[config.mk]
export PLATFORM = sky130hd
export DESIGN_NAME = vga_tile_renderer
export DESIGN_NICKNAME = d
export VERILOG_FILES = /design/src/rtl/vga_tile_renderer.sv
export SDC_FILE = /design/constraint.sdc
export NUM_CORES = 1
export LEC_CHECK = 0
export CELL_PAD_IN_SITES_DETAIL_PLACEMENT = 1
export CELL_PAD_IN_SITES_GLOBAL_PLACEMENT = 2
export CORE_UTILIZATION = 27
export CTS_BUF_LIST = sky130_fd_sc_hd__clkbuf_16
export CTS_CLUSTER_DIAMETER = 100
export DETAILED_ROUTE_END_ITERATION = 10
export PLACE_DENSITY_LB_ADDON = 0.05
export SLEW_MARGIN = 20
export SYNTH_ARGS = -nofsm -noshare
export SYNTH_HDL_FRONTEND = slang
export SYNTH_SLANG_ARGS = --single-unit
[constraint.sdc]
create_clock -name clk -period 3 [get_ports clk]
set_input_delay 0.6 -clock clk [delete_from_list [all_inputs] [get_ports clk]]
set_output_delay 0.6 -clock clk [all_outputs]
set_load 0.05 [all_outputs]
[src/rtl/vga_tile_renderer.sv]
// vga_tile_renderer
//   Pixel-generation stage between the VGA timing generator and the pins.
//   Each timer sample is registered into S1, addresses screen memory to fetch
//   a tile code, combines that code with the in-tile pixel offset to address
//   bitmap memory, and emits the fetched 12-bit colour. hsync/vsync travel
//   down the same pipeline, so they stay aligned with RGB.
//
// Ports
//   clk, reset_n              pixel clock; asynchronous active-low reset
//   x, y, activevideo         pixel position and visible flag from the timer
//   hsync_in, vsync_in        syncs from the timer
//   smem_addr / smem_data     screen-memory read port (code valid 1 cycle later)
//   bmem_addr / bmem_data     bitmap read port {code, ylo, xlo} -> {R,G,B}
//   red, green, blue          registered pixel colour, 0 while blanking
//   hsync, vsync              registered syncs, aligned with RGB
//   frame_tick                1-cycle pulse after output vsync returns idle
module vga_tile_renderer #(
    parameter int   XBITS      = 10,
    parameter int   YBITS      = 10,
    parameter int   TILE_LOG2  = 4,
    parameter int   COLS       = 40,
    parameter int   ROWS       = 30,
    parameter int   SMEM_ABITS = 11,
    parameter int   CODE_BITS  = 4,
    parameter logic SYNC_IDLE  = 1'b1
) (
    input  logic                             clk,
    input  logic                             reset_n,
    input  logic [XBITS-1:0]                 x,
    input  logic [YBITS-1:0]                 y,
    input  logic                             activevideo,
    input  logic                             hsync_in,
    input  logic                             vsync_in,
    output logic [SMEM_ABITS-1:0]            smem_addr,
    input  logic [CODE_BITS-1:0]             smem_data,
    output logic [CODE_BITS+2*TILE_LOG2-1:0] bmem_addr,
    input  logic [11:0]                      bmem_data,
    output logic [3:0]                       red,
    output logic [3:0]                       green,
    output logic [3:0]                       blue,
    output logic                             hsync,
    output logic                             vsync,
    output logic                             frame_tick
);

    // S1: full timer sample
    logic [XBITS-1:0]     s1_x_q, s1_x_d;
    logic [YBITS-1:0]     s1_y_q, s1_y_d;
    logic                 s1_active_q, s1_active_d;
    logic                 s1_hsync_q, s1_hsync_d;
    logic                 s1_vsync_q, s1_vsync_d;
    // S2: in-tile offset, waits for the tile code
    logic [TILE_LOG2-1:0] s2_xlo_q, s2_xlo_d;
    logic [TILE_LOG2-1:0] s2_ylo_q, s2_ylo_d;
    logic                 s2_active_q, s2_active_d;
    logic                 s2_hsync_q, s2_hsync_d;
    logic                 s2_vsync_q, s2_vsync_d;
    // S3: waits for the bitmap colour
    logic                 s3_active_q, s3_active_d;
    logic                 s3_hsync_q, s3_hsync_d;
    logic                 s3_vsync_q, s3_vsync_d;
    // Output registers
    logic [11:0]          rgb_q, rgb_d;
    logic                 hsync_q, hsync_d;
    logic                 vsync_q, vsync_d;
    logic                 vsync_prev_q, vsync_prev_d;
    logic                 frame_tick_q, frame_tick_d;

    logic [XBITS-TILE_LOG2-1:0] tile_col;
    logic [YBITS-TILE_LOG2-1:0] tile_row;
    logic                       tile_in_range;

    // Screen-memory address from S1. Blanking (or a tile outside the
    // visible grid) parks the address at 0 so timer coordinates in the
    // porches never reach memory.
    always_comb begin
        tile_col      = s1_x_q[XBITS-1:TILE_LOG2];
        tile_row      = s1_y_q[YBITS-1:TILE_LOG2];
        tile_in_range = (32'(tile_col) < COLS) && (32'(tile_row) < ROWS);
        if (s1_active_q && tile_in_range) begin
            smem_addr = SMEM_ABITS'(32'(tile_row) * COLS + 32'(tile_col));
        end else begin
            smem_addr = '0;
        end
    end

    // Bitmap address: tile code just returned by screen memory plus the
    // pixel offset that travelled alongside it.
    assign bmem_addr = {smem_data, s2_ylo_q, s2_xlo_q};

    always_comb begin
        s1_x_d       = x;
        s1_y_d       = y;
        s1_active_d  = activevideo;
        s1_hsync_d   = hsync_in;
        s1_vsync_d   = vsync_in;

        s2_xlo_d     = s1_x_q[TILE_LOG2-1:0];
        s2_ylo_d     = s1_y_q[TILE_LOG2-1:0];
        s2_active_d  = s1_active_q;
        s2_hsync_d   = s1_hsync_q;
        s2_vsync_d   = s1_vsync_q;

        s3_active_d  = s2_active_q;
        s3_hsync_d   = s2_hsync_q;
        s3_vsync_d   = s2_vsync_q;

        rgb_d        = s3_active_q ? bmem_data : '0;
        hsync_d      = s3_hsync_q;
        vsync_d      = s3_vsync_q;

        // Pulse on the cycle after output vsync has gone back to idle.
        vsync_prev_d = vsync_q;
        frame_tick_d = (vsync_q == SYNC_IDLE) && (vsync_prev_q != SYNC_IDLE);
    end

    // Sync bits in every stage reset to the idle level so that the cycles
    // draining out after reset release show idle syncs, not a false pulse.
    always_ff @(posedge clk or negedge reset_n) begin
        if (!reset_n) begin
            s1_x_q       <= '0;
            s1_y_q       <= '0;
            s1_active_q  <= 1'b0;
            s1_hsync_q   <= SYNC_IDLE;
            s1_vsync_q   <= SYNC_IDLE;
            s2_xlo_q     <= '0;
            s2_ylo_q     <= '0;
            s2_active_q  <= 1'b0;
            s2_hsync_q   <= SYNC_IDLE;
            s2_vsync_q   <= SYNC_IDLE;
            s3_active_q  <= 1'b0;
            s3_hsync_q   <= SYNC_IDLE;
            s3_vsync_q   <= SYNC_IDLE;
            rgb_q        <= '0;
            hsync_q      <= SYNC_IDLE;
            vsync_q      <= SYNC_IDLE;
            vsync_prev_q <= SYNC_IDLE;
            frame_tick_q <= 1'b0;
        end else begin
            s1_x_q       <= s1_x_d;
            s1_y_q       <= s1_y_d;
            s1_active_q  <= s1_active_d;
            s1_hsync_q   <= s1_hsync_d;
            s1_vsync_q   <= s1_vsync_d;
            s2_xlo_q     <= s2_xlo_d;
            s2_ylo_q     <= s2_ylo_d;
            s2_active_q  <= s2_active_d;
            s2_hsync_q   <= s2_hsync_d;
            s2_vsync_q   <= s2_vsync_d;
            s3_active_q  <= s3_active_d;
            s3_hsync_q   <= s3_hsync_d;
            s3_vsync_q   <= s3_vsync_d;
            rgb_q        <= rgb_d;
            hsync_q      <= hsync_d;
            vsync_q      <= vsync_d;
            vsync_prev_q <= vsync_prev_d;
            frame_tick_q <= frame_tick_d;
        end
    end

    assign red        = rgb_q[11:8];
    assign green      = rgb_q[7:4];
    assign blue       = rgb_q[3:0];
    assign hsync      = hsync_q;
    assign vsync      = vsync_q;
    assign frame_tick = frame_tick_q;

endmodule

==> flow_summary.yaml, run 1 <==
run_status:
  status: "finished with violations"
  violations: "setup timing"
sta:
  rsz0062_at_grt: "yes"
  setup_viol: 2
  period_needed_ps: 3120
  worst_slack_ps: -117
  drv_slew: 0
  period_share_pct: 104
  clock.fmax_mhz: 321
  tns_ps: -219
  tightest_slew_ps: 605
  hold_violations: 0
  clock_skew_ps: 5.76
  maxSlewHeadroom_pct: 59.6
route:
  vias: 1284
  drc_errors: 0
  ant_nets: 0
  via_per_inst: 4.09
  first_pass_iters: 2
  post_drt_wl_per_cell_microns: 13.7
  wirelength_mm: 4.30
  first_iter_violations: 16
flow_run:
  drv_cap: 0
grt:
  antenna_found_initial: 0
  grt_pass1_wl_mm: 6.87
  grt_max_degree: 49
  track_usage_pct: 12.1
  grt_pass1_vias: 1420
  overflow: 0
die:
  fp.dieH_microns: 87.7
  die_area_sq_um: 7690
  fp.dieW_microns: 87.7
  initial_core_util_pct: 28.6
  core_area_sq_um: 6940
  io_pins: 79
  row_count: 30
cells_and_area:
  fin_nets: 271
  final_common_cell: "clkdlybuf4s50_1"
  diodes: 0
  fin_cells: 314
  fillers: 721
  area_growth_syn_to_layout_pct: 52.7
  drive_gt1_share_pct: 22.5
  final_cell_mix: "58 x clkdlybuf4s50_1, 44 x dfrtp_1, 13 x inv_1, 13 x buf_4, 12 x and2_1"
  final_area_sq_um: 3030
  final_util_pct: 43.6
synthesis:
  synth_seq_cells: 53
  yosysWarningCount: 0
  synth_top_area_share_pct: 55.5
  syn-cell-area_sq_um: 1980
  synth-seq-area-share_pct: 67.4
  synth_area_leaders: "dfrtp_1 56%, dfstp_2 12%, ha_1 6.9%"
  syn_nets: 195
  synth.distinct_cells: 33
  syn_inst: 141
  yosysTopAreaCell: "dfrtp_1"
  avgSynthCellArea_sq_um: 14.1
critical_path:
  cp-end-kind: "primary output"
  required_ps: 2400
  r2r-start: "s3_active_q$_DFF_PN0_"
  rr_worst_depth: 1
  critical_path_class: "reg2out"
  regToRegSetupSlack_ps: 2180
  cp_max_fo: 3
  cp_data_arrival_time_ps: 2520
  setup.worst_path.start_class: "flip-flop"
  reg2reg_to: "rgb_q[5]$_DFF_PN0_"
placement:
  postPlaceCellArea_sq_um: 2790
  portBuffers: 70
  post-place-cells: 304
  gp_congestion: 0.703
  dpl.hpwl_mm: 3.25
clocking:
  cts_tree: "yes"
  cts_sinks: 53
  cts_buffer_depth: 2
  cts_hold_buf: 0
  cts_htree_levels: 2
  clk_latency_ps: 290
  numCtsBuffers: 5
  cts.clk_slew.worst_paths_ps: 70
  cts-root-buf: "clkbuf_16"
power_and_ir_drop:
  p_per_area_nw_per_um2: 567
  cellLeakagePower_nw: 1.35
  ir_drop_v: 0.000267
min_path:
  hold_class: "in2async"
[state kept, by name (all words and copies together) (netlist names), 4 cells and up]
name	count
rgb_q	12
s1_x_q	10
s1_y_q	10
s2_xlo_q	4
s2_ylo_q	4
[repair_timing]
item / 4_1_cts / 5_1_grt
pin swaps: 0 / 1
buffers inserted: 2 / 0
resized for setup: 8 / 3
endpoints found under the setup margin: 3 / 3
[worst max-delay path by stage]
| stage | from | cells after the start | to |
|---|---|---|---|
| after detailed placement | s1_y_q[7]$_DFF_PN0_ | 9 | smem_addr[10] |
| after global placement | s1_y_q[7]$_DFF_PN0_ | 9 | smem_addr[10] |
| after CTS | s1_y_q[7]$_DFF_PN0_ | 9 | smem_addr[9] |
| after global routing | s1_y_q[7]$_DFF_PN0_ | 9 | smem_addr[9] |
| final | s1_y_q[7]$_DFF_PN0_ | 9 | smem_addr[9] |
| after floorplan | s1_y_q[5]$_DFF_PN0_ | 8 | smem_addr[10] |
[final cells by class]
| class | instances | area (sq um) | share of cell area, % |
|---|---|---|---|
| tap | 96 | 120 | 3.97 |
| multi-input combinational | 68 | 606 | 20.0 |
| timing repair buffer | 75 | 749 | 24.7 |
| clock inverter | 2 | 13.8 | 0.454 |
| inverter | 14 | 52.6 | 1.73 |
| clock buffer | 6 | 150 | 4.96 |
| sequential | 53 | 1340 | 44.2 |
[per-stage QoR]
| step | hold slack, ps | power [mW] | setup WS [ps] |
|---|---|---|---|
| 2_1_floorplan | 304 | 0.976 | 140 |
| 3_3_place_gp | 333 | 1.10 | 72.9 |
| 3_5_place_dp | 337 | 1.10 | 41.9 |
| 4_1_cts | 354 | 1.74 | -135 |
| 5_1_grt | 364 | 1.81 | -213 |
| 6_report | 318 | 1.72 | -117 |
[logic make-up (layout without fill, tap and decap cells)]
logic type | count (synthesis) | count (layout) | synth area share (%)
buf+inv | 20 | 97 | 4.92
compound gates | 10 | 10 | 3.22
fa+ha+maj | 13 | 13 | 8.96
simple gates | 40 | 40 | 12.4
xor+xnor | 4 | 4 | 2.46
mux | 1 | 1 | 0.568
flops | 53 | 53 | 67.4
[power breakdown]
group / switching (mW) / total (mW) / internal (mW) / leakage, nW
Clock: 0.250 / 0.612 / 0.361 / 0.0824
Combinational: 0.180 / 0.334 / 0.155 / 0.649
Sequential: 0.0168 / 0.772 / 0.755 / 0.623
Total: 0.447 / 1.72 / 1.27 / 1.35
[synth_stat cells (all sizes together)]
| master | n |
|---|---|
| a21o | 2 |
| nand4 | 2 |
| dfrtp | 44 |
| nor2b | 3 |
| o21ai | 4 |
| nand2 | 1 |
| nand2b | 2 |
| or3 | 2 |
| dfstp | 9 |
| xnor3 | 1 |
| ha | 11 |
| nor2 | 11 |
| fa | 2 |
| nor4b | 1 |
| a21oi | 3 |
| clkbuf | 1 |
| or2b | 1 |
| and2b | 1 |
| a211oi | 1 |
| nand3 | 1 |
| xnor2 | 2 |
| mux2 | 1 |
| buf | 5 |
| and3 | 1 |
| inv | 14 |
| xor2 | 1 |
| and2 | 12 |
| nor3 | 1 |
| nor4 | 1 |
[routing by layer]
layer	wire, microns	up-vias	global-route usage [%]
met3	320	8	5.00
met1	1620	635	12.9
met4	69	0	5.07
li1	-	593	-
met2	2290	48	21.3
met5	0	-	0
[worst max-delay path: stages (launching register included)]
cell	delay, ps
dfrtp_1	400
ha_1	290
ha_2	200
inv_2	50
fa_2	430
nand2b_4	170
a211oi_2	160
xnor3_1	240
nor2b_4	140
buf_12	160
Note: power is estimated with default switching activity, not from simulation.
==> run 2: changes to the inputs <==
--- a/config.mk
+++ b/config.mk
@@ -9,7 +9,7 @@
 export CELL_PAD_IN_SITES_GLOBAL_PLACEMENT = 2
 export CORE_UTILIZATION = 27
 export CTS_BUF_LIST = sky130_fd_sc_hd__clkbuf_16
-export CTS_CLUSTER_DIAMETER = 100
+export CTS_CLUSTER_DIAMETER = 30
 export DETAILED_ROUTE_END_ITERATION = 10
 export PLACE_DENSITY_LB_ADDON = 0.05
 export SLEW_MARGIN = 20
==> results of run 2 <==
The final DEF is identical to that of run 1; final timing and power are the same.
